--- src/rtl/goldschmidt_ctrl.sv ---
// goldschmidt_ctrl
//   Sequencer for a shared-multiplier Goldschmidt divide datapath. It takes one
//   N/D operand pair over a valid/ready request port and holds only one divide
//   in flight. For ITERS iterations it drives the datapath selects and the
//   register-load strobes. It then captures the quotient from the datapath
//   result bus and returns it over a valid/ready response port.
//
//   Parameters: WIDTH (operand width, quotient 2*WIDTH), ITERS (>=1),
//               MUL_LAT (multiplier latency in cycles, >=1)
//   Optional feature macro: DIV_ZERO_DETECT_EN
//      defined   - a divisor of zero skips the datapath: resp_q = all ones, divz = 1
//      undefined - divz is tied low and D==0 runs the normal sequence
//
//   Ports
//      clk, reset            clock, synchronous active-high reset
//      req_valid/req_ready   operand request handshake (ready only when idle)
//      req_n, req_d          dividend / divisor
//      resp_valid/resp_ready quotient response handshake
//      resp_q, divz          registered quotient and divide-by-zero flag
//      dp_n, dp_d            captured operands to the datapath
//      dp_result             datapath result bus
//      ndSelect              0 = multiply N path, 1 = multiply D path
//      kSelect               0 = initial approximation, 1 = K register
//      load_sel              1 = N/D registers load dp_n/dp_d, 0 = load product
//      ld_n, ld_d, ld_k      datapath register load strobes
//      busy                  a divide is in progress or awaiting pickup

module goldschmidt_ctrl #(
   parameter int WIDTH   = 16,
   parameter int ITERS   = 3,
   parameter int MUL_LAT = 1
) (
   input  logic                 clk,
   input  logic                 reset,
   input  logic                 req_valid,
   output logic                 req_ready,
   input  logic [WIDTH-1:0]     req_n,
   input  logic [WIDTH-1:0]     req_d,
   output logic                 resp_valid,
   input  logic                 resp_ready,
   output logic [2*WIDTH-1:0]   resp_q,
   output logic [WIDTH-1:0]     dp_n,
   output logic [WIDTH-1:0]     dp_d,
   input  logic [2*WIDTH-1:0]   dp_result,
   output logic                 ndSelect,
   output logic                 kSelect,
   output logic                 load_sel,
   output logic                 ld_n,
   output logic                 ld_d,
   output logic                 ld_k,
   output logic                 busy,
   output logic                 divz
);

   // state | meaning
   // IDLE  | waiting for an operand request, req_ready high
   // LOAD  | N/D registers load the captured operands
   // MULN  | MUL_LAT cycles multiplying the N path, ld_n on the last one
   // MULD  | MUL_LAT cycles multiplying the D path, ld_d on the last one
   // UPDK  | K register loads 2 - D, then next iteration or finish
   // FIN   | capture the datapath result as the quotient
   // DONE  | quotient presented until the consumer takes it

   localparam int IW = $clog2(ITERS + 1);
   localparam int CW = (MUL_LAT > 1) ? $clog2(MUL_LAT) : 1;

   localparam logic [2:0] S_IDLE = 3'd0;
   localparam logic [2:0] S_LOAD = 3'd1;
   localparam logic [2:0] S_MULN = 3'd2;
   localparam logic [2:0] S_MULD = 3'd3;
   localparam logic [2:0] S_UPDK = 3'd4;
   localparam logic [2:0] S_FIN  = 3'd5;
   localparam logic [2:0] S_DONE = 3'd6;

   logic [2:0]    state;
   logic [2:0]    state_nxt;
   logic [IW-1:0] iter;
   logic [CW-1:0] wcnt;
   logic          last_wait;
   logic          last_iter;
   logic          in_mul;
   logic          zero_div;
   logic          divz_r;

`ifdef DIV_ZERO_DETECT_EN
   assign zero_div = (req_d == '0);
`else
   // Without detection the flag register can never be set and folds to zero.
   assign zero_div = 1'b0;
`endif

   assign in_mul    = (state == S_MULN) || (state == S_MULD);
   assign last_wait = (wcnt == CW'(MUL_LAT - 1));
   assign last_iter = (iter == IW'(ITERS - 1));

   always_comb begin
      state_nxt = state;
      case (state)
         S_IDLE:  if (req_valid) state_nxt = zero_div ? S_DONE : S_LOAD;
         S_LOAD:  state_nxt = S_MULN;
         S_MULN:  if (last_wait) state_nxt = S_MULD;
         S_MULD:  if (last_wait) state_nxt = S_UPDK;
         S_UPDK:  state_nxt = last_iter ? S_FIN : S_MULN;
         S_FIN:   state_nxt = S_DONE;
         S_DONE:  if (resp_ready) state_nxt = S_IDLE;
         default: state_nxt = S_IDLE;
      endcase
   end

   always_ff @(posedge clk) begin
      if (reset) begin
         state  <= S_IDLE;
         iter   <= '0;
         wcnt   <= '0;
         resp_q <= '0;
         dp_n   <= '0;
         dp_d   <= '0;
         divz_r <= 1'b0;
      end else begin
         state <= state_nxt;

         // The wait counter only runs while a multiply state repeats; any
         // state change (including leaving on last_wait) restarts it at 0.
         if (in_mul && !last_wait)
            wcnt <= wcnt + 1'b1;
         else
            wcnt <= '0;

         if (state == S_IDLE && req_valid) begin
            dp_n   <= req_n;
            dp_d   <= req_d;
            iter   <= '0;
            divz_r <= zero_div;
            if (zero_div)
               resp_q <= '1;
         end

         if (state == S_UPDK && !last_iter)
            iter <= iter + 1'b1;

         if (state == S_FIN)
            resp_q <= dp_result;
      end
   end

   assign req_ready  = (state == S_IDLE);
   assign busy       = (state != S_IDLE);
   assign resp_valid = (state == S_DONE);
   assign divz       = divz_r;

   // LOAD is the one cycle where both N and D strobes fire together.
   assign load_sel = (state == S_LOAD);
   assign ld_n     = (state == S_LOAD) || ((state == S_MULN) && last_wait);
   assign ld_d     = (state == S_LOAD) || ((state == S_MULD) && last_wait);
   assign ld_k     = (state == S_UPDK);
   assign ndSelect = (state == S_MULD);
   assign kSelect  = in_mul && (iter != '0);

endmodule
--- config.mk ---
export PLATFORM = sky130hd
export DESIGN_NAME = goldschmidt_ctrl
export DESIGN_NICKNAME = d
export VERILOG_FILES = /design/src/rtl/goldschmidt_ctrl.sv
export SDC_FILE = /design/constraint.sdc
export NUM_CORES = 1
export LEC_CHECK = 0
export CAP_MARGIN = 15
export CORE_MARGIN = 3
export CORE_UTILIZATION = 42
export DETAILED_ROUTE_END_ITERATION = 12
export PLACE_DENSITY = 0.95
export SETUP_SLACK_MARGIN = 0.3
export SLEW_MARGIN = 40
export SYNTH_ARGS = -nofsm -noshare
export SYNTH_HDL_FRONTEND = slang
export SYNTH_SLANG_ARGS = --single-unit
--- constraint.sdc ---
create_clock -name clk -period 3.45 [get_ports clk]
set_input_delay 0.69 -clock clk [delete_from_list [all_inputs] [get_ports clk]]
set_output_delay 0.69 -clock clk [all_outputs]
set_load 0.01 [all_outputs]
==> results of run 1 <==
==> cells in the mapped netlist, drive strengths merged, types with 2 or more instances <==
library cell	n
a211o	2
a21oi	66
and2	2
buf	11
clkbuf	15
dfxtp	70
ha	2
inv	5
nand2	129
nand2b	6
nor2	2
nor2b	2
o31ai	2
or4b	2
==> where the power goes <==
part | total, mW | internal [mW] | leakage (nW) | switching, mW
Combinational | 0.736 | 0.393 | 0.839 | 0.343
Sequential | 0.997 | 0.901 | 0.569 | 0.0961
Clock | 0.719 | 0.424 | 0.108 | 0.295
Total | 2.45 | 1.72 | 1.52 | 0.734
==> kinds of logic after synthesis <==
logic type | synth area share
compound gates | 0.154
fa+ha+maj | 0.00951
buf+inv | 0.0504
flops | 0.533
mux | 0.00381
other cells | 0.00143
simple gates | 0.248
==> worst reg2reg max path, stage by stage, from the launching register on <==
cell and delay, ns:
dfxtp_1 0.49, or4b_2 1.09, nand2_1 0.21, o32ai_1 0.09
==> how the worst min path moves through the flow <==
| stage | from | to | slack [ns] | cells after the start |
|---|---|---|---|---|
| 2_1_floorplan | iter[1] | iter[1] | 0.48 | 2 |
| 6_report | dp_d[14] | dp_d[14] | 0.45 | 2 |
| 3_5_place_dp | resp_q[3] | resp_q[3] | 0.45 | 2 |
| 3_3_place_gp | dp_n[4] | dp_n[4] | 0.44 | 2 |
| 4_1_cts | dp_d[14] | dp_d[14] | 0.46 | 2 |
| 5_1_grt | dp_d[15] | dp_d[15] | 0.47 | 2 |
==> flip-flops by register name (all words and copies together) (netlist names) <==
| signal | count |
|---|---|
| dp_d | 16 |
| dp_n | 16 |
| iter | 2 |
| resp_q | 32 |
| state | 3 |
| wcnt | 1 |
==> stage by stage <==
stage                     std cells  total power [mW]  hold WS (ns)
final                           543              2.45         0.454
after global routing            543              2.58         0.472
after CTS                       543              2.47         0.456
after detailed placement        527              1.75         0.445
after global placement          525              1.72         0.441
after floorplan                 334              1.37         0.479
==> area by class of cell <==
class                      instances  area [um2]  share of cell area
timing repair buffer             144        1430               0.334
clock buffer                      10         138              0.0322
sequential                        70        1400               0.328
inverter                           5        18.8             0.00439
multi-input combinational        233        1110               0.260
tap                               75        93.8              0.0220
clock inverter                     6        85.1              0.0199
==> layer usage <==
layer / track usage / vias up
li1: - / 1338
met5: 0 / -
met1: 0.229 / 1222
met2: 0.352 / 105
met3: 0.0476 / 22
met4: 0.119 / 0
==> layout by cell type, fill, tap and decap left out, types with 4 or more instances in the layout <==
cell	instances
clkbuf_8	10
nand2_1	129
buf_4	4
a21oi_1	66
dfxtp_1	70
inv_1	5
nand2b_1	6
clkdlybuf4s50_1	139
==> summary.txt, run 1 <==
Status
  • Outcome: finished, final reports clean

Place
  • Port Buffers: 140
  • DP HPWL: 5460 um
  • Placer congestion estimate: 0.768
  • Placed Area: 4050 um2
  • Pre-CTS WS: 0.870 ns

STA
  • Slew @ Worst Pin: 0.702 ns
  • Slew margin rel.: 0.532
  • Clk_skew: 0.0112 ns
  • RSZ-0062 raised after global routing: no
  • Final period utilization: 0.805
  • Setup ws final: 0.673 ns
  • Final hold viol count: 0
  • Setup TNS: 0 ns
  • Setup-failing EPs final: 0
  • Max Slew Vio Count: 0
  • Fin crit period: 2.78 ns
  • F_max: 360 MHz

Route
  • Highest routed layer: met4
  • WL met2: 3750 um
  • Detail Route met3 WL: 446 um
  • Drc violations: 0
  • Post-DRT Antenna Nets: 0
  • Via/cell ratio: 4.95
  • DR iter-0 viols: 129
  • WL final: 7440 um
  • Wl on met1: 2970 um
  • First-pass DRT Iterations: 4
  • Vias: 2,687
  • DR WL/cell: 13.7 um

CTS
  • Hold buffer count at CTS: 0
  • Clk Tree Root Cell: clkbuf_8
  • Setup repair bufs after CTS: 0
  • Clk sink count: 70
  • Cts repair resizes: 0
  • Clock Tree Buf Depth: 2
  • Worst-path clk slew: 0.07 ns
  • CTS H-Tree Depth: 3
  • Clock Latency Late Sink: 0.33 ns
  • Total CTS buffers: 9
  • CTS tree: yes

Worst setup path
  • Arrival time at the worst endpoint: 2.09 ns
  • Gate family responsible for the most delay along the worst path: flip-flops
  • Critical path type: reg2out
  • CP startpoint kind: flip-flop
  • Critical Path Fanout Max: 17
  • CP cell instances: nor2b_1 > nor2b_1 > clkdlybuf4s50_1
  • Reg2reg setup slack: 1.43 ns
  • Most numerous cell on the critical path: nor2b_1
  • CP endpoint: kSelect
  • CP Capture Type: output port
  • Worst R2R End: iter[1]
  • Setup crit start: state[1]
  • Largest stage delay, worst path: 0.66 ns
  • WP depth: 3
  • Reg-to-reg startpoint: state[2]
  • WP data required: 2.76 ns
  • CP Buf/Inv Count: 1
  • Worst Reg-to-Reg Cells: 3
  • Max stage delay cell, worst path: dfxtp_1

Power and ir drop
  • LEAKAGE: 1.52 nW
  • Worst VDD drop: 0.570 mV
  • Power Dens Cells: 574 nW/um2

Floorplan
  • Die height: 85.1 um
  • Die Wd: 85.1 um
  • Cell Rows: 28
  • Core area: 5990 um2
  • Initial core utilization: 0.439
  • Io pins: 142
  • Die Area: 7250 um2

Final layout
  • Post-route design area: 4270 um2
  • P&R area growth vs syn: 62.5%
  • Util after Layout: 0.713
  • ANT cells: 0
  • Share of layout cells above drive strength 1: 0.0534
  • Nets@finish: 533
  • Fill cells: 468

Logic synthesis
  • Synth Cell Area: 2630 um2
  • Avg Synthesized Cell Area: 7.90 um2
  • Ranking of synthesized cells by area: dfxtp_1 (53%), nand2_1 (18%), a21oi_1 (13%)
  • Post-synth EDFFs: 0
  • FF+latch count, synth: 70
  • Synth area leader: dfxtp_1
  • Ys flop type: dfxtp_1
  • FFs w/ async S/R, synth: 0
  • Syn Inst Count: 333
  • Post-synth top area share: 0.533
  • Count of cell types in the netlist: 32
  • Ys Warns: 0
  • Post-synthesis sequential area ratio: 0.533

Global route
  • Vias in the first global route: 2,620
  • Antenna violations before repair: 0
  • Global-route wire length before repair: 12,000 um
  • Largest net degree at the start of global routing: 41
  • Total GRT Usage: 0.205
  • Total gr overflow: 0

Min path
  • Worst hold path type: reg2reg

Flow run
  • Max Cap Violations: 0
(Power assumes the default switching activity.)
==> inputs of run 2 (changes only) <==
--- a/config.mk
+++ b/config.mk
@@ -7,9 +7,9 @@
 export LEC_CHECK = 0
 export CAP_MARGIN = 15
 export CORE_MARGIN = 3
-export CORE_UTILIZATION = 42
+export CORE_UTILIZATION = 35
 export DETAILED_ROUTE_END_ITERATION = 12
-export PLACE_DENSITY = 0.95
+export PLACE_DENSITY = 0.86
 export SETUP_SLACK_MARGIN = 0.3
 export SLEW_MARGIN = 40
 export SYNTH_ARGS = -nofsm -noshare
==> constraint.sdc (replaced) <==
create_clock -name clk -period 2.45 [get_ports clk]
set_input_delay 0.49 -clock clk [delete_from_list [all_inputs] [get_ports clk]]
set_output_delay 0.49 -clock clk [all_outputs]
set_load 0.01 [all_outputs]
==> summary.txt, run 2 (synthesis gave the netlist of run 1 again) <==
Place
  • Pre-CTS WS: 0.376 ns
  • Port Buffers: 140
  • DP HPWL: 5450 um
  • Placer congestion estimate: 0.729

Min path
  • Worst hold path type: reg2reg

CTS
  • Worst-path clk slew: 0.07 ns
  • Clock Latency Late Sink: 0.33 ns
  • CTS H-Tree Depth: 3
  • CTS tree: yes
  • Clk Tree Root Cell: clkbuf_8
  • Clk sink count: 70
  • Total CTS buffers: 9
  • Clock Tree Buf Depth: 2

Final layout
  • Regs by FF count: resp_q (32), dp_d (16), dp_n (16)
  • FF+latch area: 1410 um2
  • Nets@finish: 536
  • Share of layout cells above drive strength 1: 0.0658
  • Util after Layout: 0.618
  • Most flop-heavy register: resp_q
  • P&R area growth vs syn: 64.9%
  • Commonest non-fill, non-tap cell in the layout: clkdlybuf4s50_1
  • ANT cells: 0
  • Fill cells: 631
  • Max reg flops: 32
  • Area occupied by multi-input gates: 1120 um2
  • Most frequent cells in the layout: clkdlybuf4s50_1 (135), nand2_1 (129), dfxtp_1 (67)

Worst setup path
  • Largest stage delay, worst path: 0.58 ns
  • Critical path type: reg2out
  • Arrival time at the worst endpoint: 1.60 ns
  • Critical Path Fanout Max: 17
  • Max stage delay cell, worst path: clkdlybuf4s50_1
  • WP data required: 1.96 ns
  • CP Capture Type: output port
  • CP startpoint kind: flip-flop
  • CP cell instances: nor3b_1 > clkdlybuf4s50_1

Global route
  • Total gr overflow: 0
  • Largest net degree at the start of global routing: 43
  • Global-route wire length before repair: 12,100 um
  • Total GRT Usage: 0.174
  • Antenna violations before repair: 0
  • Vias in the first global route: 2,557

Route
  • WL final: 7660 um
  • First-pass DRT Iterations: 4
  • Post-DRT Antenna Nets: 0
  • Drc violations: 0
  • Vias: 2,676
  • DR WL/cell: 13.5 um
  • DR iter-0 viols: 71
  • Via/cell ratio: 4.72

Power and ir drop
  • LEAKAGE: 1.60 nW
  • Worst VDD drop: 0.553 mV
  • Power Dens Cells: 795 nW/um2
  • Design Power: 3.45 mW

STA
  • Max Slew Vio Count: 0
  • F_max: 479 MHz
  • Setup TNS: 0 ns
  • Final hold viol count: 0
  • Slew @ Worst Pin: 0.561 ns
  • Setup ws final: 0.361 ns
  • Setup-failing EPs final: 0
  • RSZ-0062 raised after global routing: no
  • Slew margin rel.: 0.626
  • Clk_skew: 0.00654 ns
  • Fin crit period: 2.09 ns
  • Final period utilization: 0.853

Floorplan
  • Core area: 7020 um2
  • Io pins: 142
  • Die Wd: 92.7 um
  • Initial core utilization: 0.375
  • Die height: 92.7 um
  • Die Area: 8590 um2
  • Cell Rows: 30

Status
  • Outcome: finished, final reports clean

Flow run
  • Max Cap Violations: 0
## run 2: changes by cell type in the layout (fill, tap and decap cells not counted), sizes merged
| cell | before | now |
|---|---|---|
| clkbuf | 10 | 11 |
| clkdlybuf4s50 | 139 | 135 |
| bufinv | 2 | 1 |
| buf | 5 | 8 |
| clkinvlp | 2 | 1 |
| dlymetal6s2s | 0 | 4 |
| inv | 5 | 6 |
## run 2: path summary, 6_finish.rpt
check             startpoint  cells after the start  slack [ns]       to
setup / recovery    state[2]                      2        0.36     ld_k
hold / removal       dp_n[0]                      2        0.46  dp_n[0]
setup reg to reg     iter[0]                      5        0.76  iter[0]
hold reg to reg      dp_n[0]                      2        0.46  dp_n[0]
## run 2: layout make-up
type | count | share of cell area
sequential | 70 | 0.325
timing repair buffer | 147 | 0.336
clock buffer | 11 | 0.0349
clock inverter | 5 | 0.0130
tap | 96 | 0.0277
inverter | 5 | 0.00433
multi-input combinational | 233 | 0.259
## run 2: layer usage
metal,vias up,track usage,wire (um)
li1,1343,-,-
met1,1215,0.208,3130
met2,105,0.294,3760
met3,13,0.0552,631
met4,0,0.0611,139
met5,-,0,0
## run 2: worst max-delay path, delay by kind of cell, from the launching register on
family / cells / cell delay [ns]
DFF: 1 / 0.47
buffers and inverters: 1 / 0.58
and+or+nand+nor: 1 / 0.22
## run 2: report_power, final
part / total, mW / switching, mW / internal (mW) / leakage, nW
Combinational: 1.11 / 0.529 / 0.583 / 0.924
Clock: 0.966 / 0.440 / 0.526 / 0.106
Sequential: 1.37 / 0.0948 / 1.28 / 0.571
## run 2: per-stage QoR
stage	instances	hold slack (ns)	instance area, um2
floorplan	334	0.479	2630
detailed placement	551	0.446	4100
CTS	567	0.456	4320
global placement	551	0.441	4100
global route	567	0.474	4340
finish	567	0.455	4340
## run 2: timing repair
action	4_1_cts	5_1_grt
gates resized for setup	7	5
setup endpoints to repair	8	5
pin swaps	0	0
setup buffers	0	0
hold buffers	0	0
==> patch, RTL diff (settings of run 2) <==
The parameter `MUL_LAT` goes from 1 to 2. Comments in the files are not updated.
--- a/src/rtl/goldschmidt_ctrl.sv
+++ b/src/rtl/goldschmidt_ctrl.sv
@@ -28,7 +28,7 @@
 module goldschmidt_ctrl #(
    parameter int WIDTH   = 16,
    parameter int ITERS   = 3,
-   parameter int MUL_LAT = 1
+   parameter int MUL_LAT = 2
 ) (
    input  logic                 clk,
    input  logic                 reset,
Function: changed (a bounded check fails within 4 cycles, from zero or initial values and one cycle with reset high).
==> patch against run 2 <==
  * Worst setup slack better by 0.053 ns
  * Die area is 0.71% higher
  * Synthesized area is 0.76% higher
  * Count of clock-buffer cells in the layout stayed put
  * First-iteration DRC count is 14% lower
  * Final area is 0.14% higher
  * Wire length is 2.9% lower
  * Sequential cell count stayed put
  * Power is 0.38% higher
  * Non-clock buffer count stayed put
  * Combinational power is 7% lower
  * Critical path type unchanged
  * Largest cell class unchanged
==> patch: results (changes against run 2) <==
The flow ran to the end, and the final reports show no timing, DRC or antenna violations. The run gives 31 (was 32) as the number of unique standard cell types used by synthesis. The number of gates given a new drive strength after cts came out at 5 (was 7). Top post-synthesis cells by area: sky130_fd_sc_hd__dfxtp_1, sky130_fd_sc_hd__nand2_1, sky130_fd_sc_hd__a21oi_1 (unchanged). Top post-synthesis cells by count: sky130_fd_sc_hd__nand2_1, sky130_fd_sc_hd__dfxtp_1, sky130_fd_sc_hd__a21oi_1, sky130_fd_sc_hd__clkbuf_1, sky130_fd_sc_hd__buf_2 (unchanged). The run gives 491 MHz (was 479 MHz) as the maximum achievable frequency. The complex-gate fraction of the synthesized area was 15.0% (was 15.4%). The minimum hold slack came out at 0.454 ns (was 0.455 ns). The number of warnings printed during yosys synthesis was 0 (unchanged); the number of filler cells placed in the layout was 673 (was 631).

The average via count per standard cell works out to 4.65 (was 4.72). Slack of the worst reg-to-reg path: 0.81 ns (was 0.76 ns). The tools report the end of the worst register-to-register path as iter[1] (was iter[0]). The logs give 0.00813 ns (was 0.00654 ns) for the post-route clock skew and 59.6% (was 61.8%) for the core occupancy in the finished layout. The peak supply drop came out at 0.000632 V (was 0.000553 V).

The number of instances in the synthesized netlist is 338 (was 333). The terminating pin of the worst hold path was dp_n[6] (was dp_n[0]). The run gives 5450 um (about the same) as the half-perimeter wire length after detailed placement.

For the data arrival time of the critical path, the log shows 1.55 ns (was 1.60 ns). The share of synthesized cell area in full adder, half adder and majority cells is 0.944% (was 0.951%), and the slew at the pin closest to its max-slew limit is 0.507 ns (was 0.561 ns). The number of global-route vias before repair is 2543 (was 2557), and the overall routed net length is 7440 um (was 7660 um). The worst setup path endpoint was ld_d (was ld_k).

The combined global-route utilization of all metal layers is 16.7% (was 17.4%). The run gives 0.725 (was 0.729) as the routability-driven placement congestion ratio. The ratio of cells with drive above 1 in the final layout came out at 6.12% (was 6.58%). Final layout net count: 539 (was 536). For the post-place setup slack, the log shows 0.370 ns (was 0.376 ns).

The logs give 11700 um (was 12100 um) for the first-pass GRT wire length and 4110 um2 (was 4100 um2) for the instance area after placement. The full die area is 8650 um2 (was 8590 um2). Worst min-delay path startpoint: dp_n[6] (was dp_n[0]).

The highest net fanout along the worst path works out to 8 (was 17). The post-route non-filler standard cell count is 573 (was 567). The startpoint-to-endpoint class of the critical path was flip-flop to output port (unchanged). The logs give 61 (was 71) for the count of routing violations after the opening detailed-route iteration and 1.57 nW (was 1.60 nW) for the leakage power.
==> patch: final cells by class <==
cell class	instances	area share (%)
multi-input combinational	235	25.5
sequential	70	32.5
clock buffer	11	3.26
timing repair buffer	147	33.5
clock inverter	5	1.87
inverter	6	0.519
tap	99	2.85
==> patch: power by group <==
part	leakage (nW)	internal, W	switching (W)	total, W
Clock	0.110	0.000604	0.000415	0.00102
Sequential	0.570	0.00128	0.000132	0.00141
Combinational	0.891	0.000549	0.000482	0.00103
==> patch: worst max-delay path: stages, from the launching register on <==
cell and delay, ns:
sky130_fd_sc_hd__dfxtp_2 0.36, sky130_fd_sc_hd__inv_1 0.12, sky130_fd_sc_hd__nand2_1 0.08, sky130_fd_sc_hd__a21oi_1 0.12, sky130_fd_sc_hd__clkdlybuf4s50_1 0.55
==> patch: metal layers <==
metal  up-vias  routed length, um  GRT usage (%)
li1       1353                  -              -
met5         -                  0              0
met1      1225               2960           19.4
met3         7                579           5.63
met4         0                 78           4.52
met2        81               3830           29.4
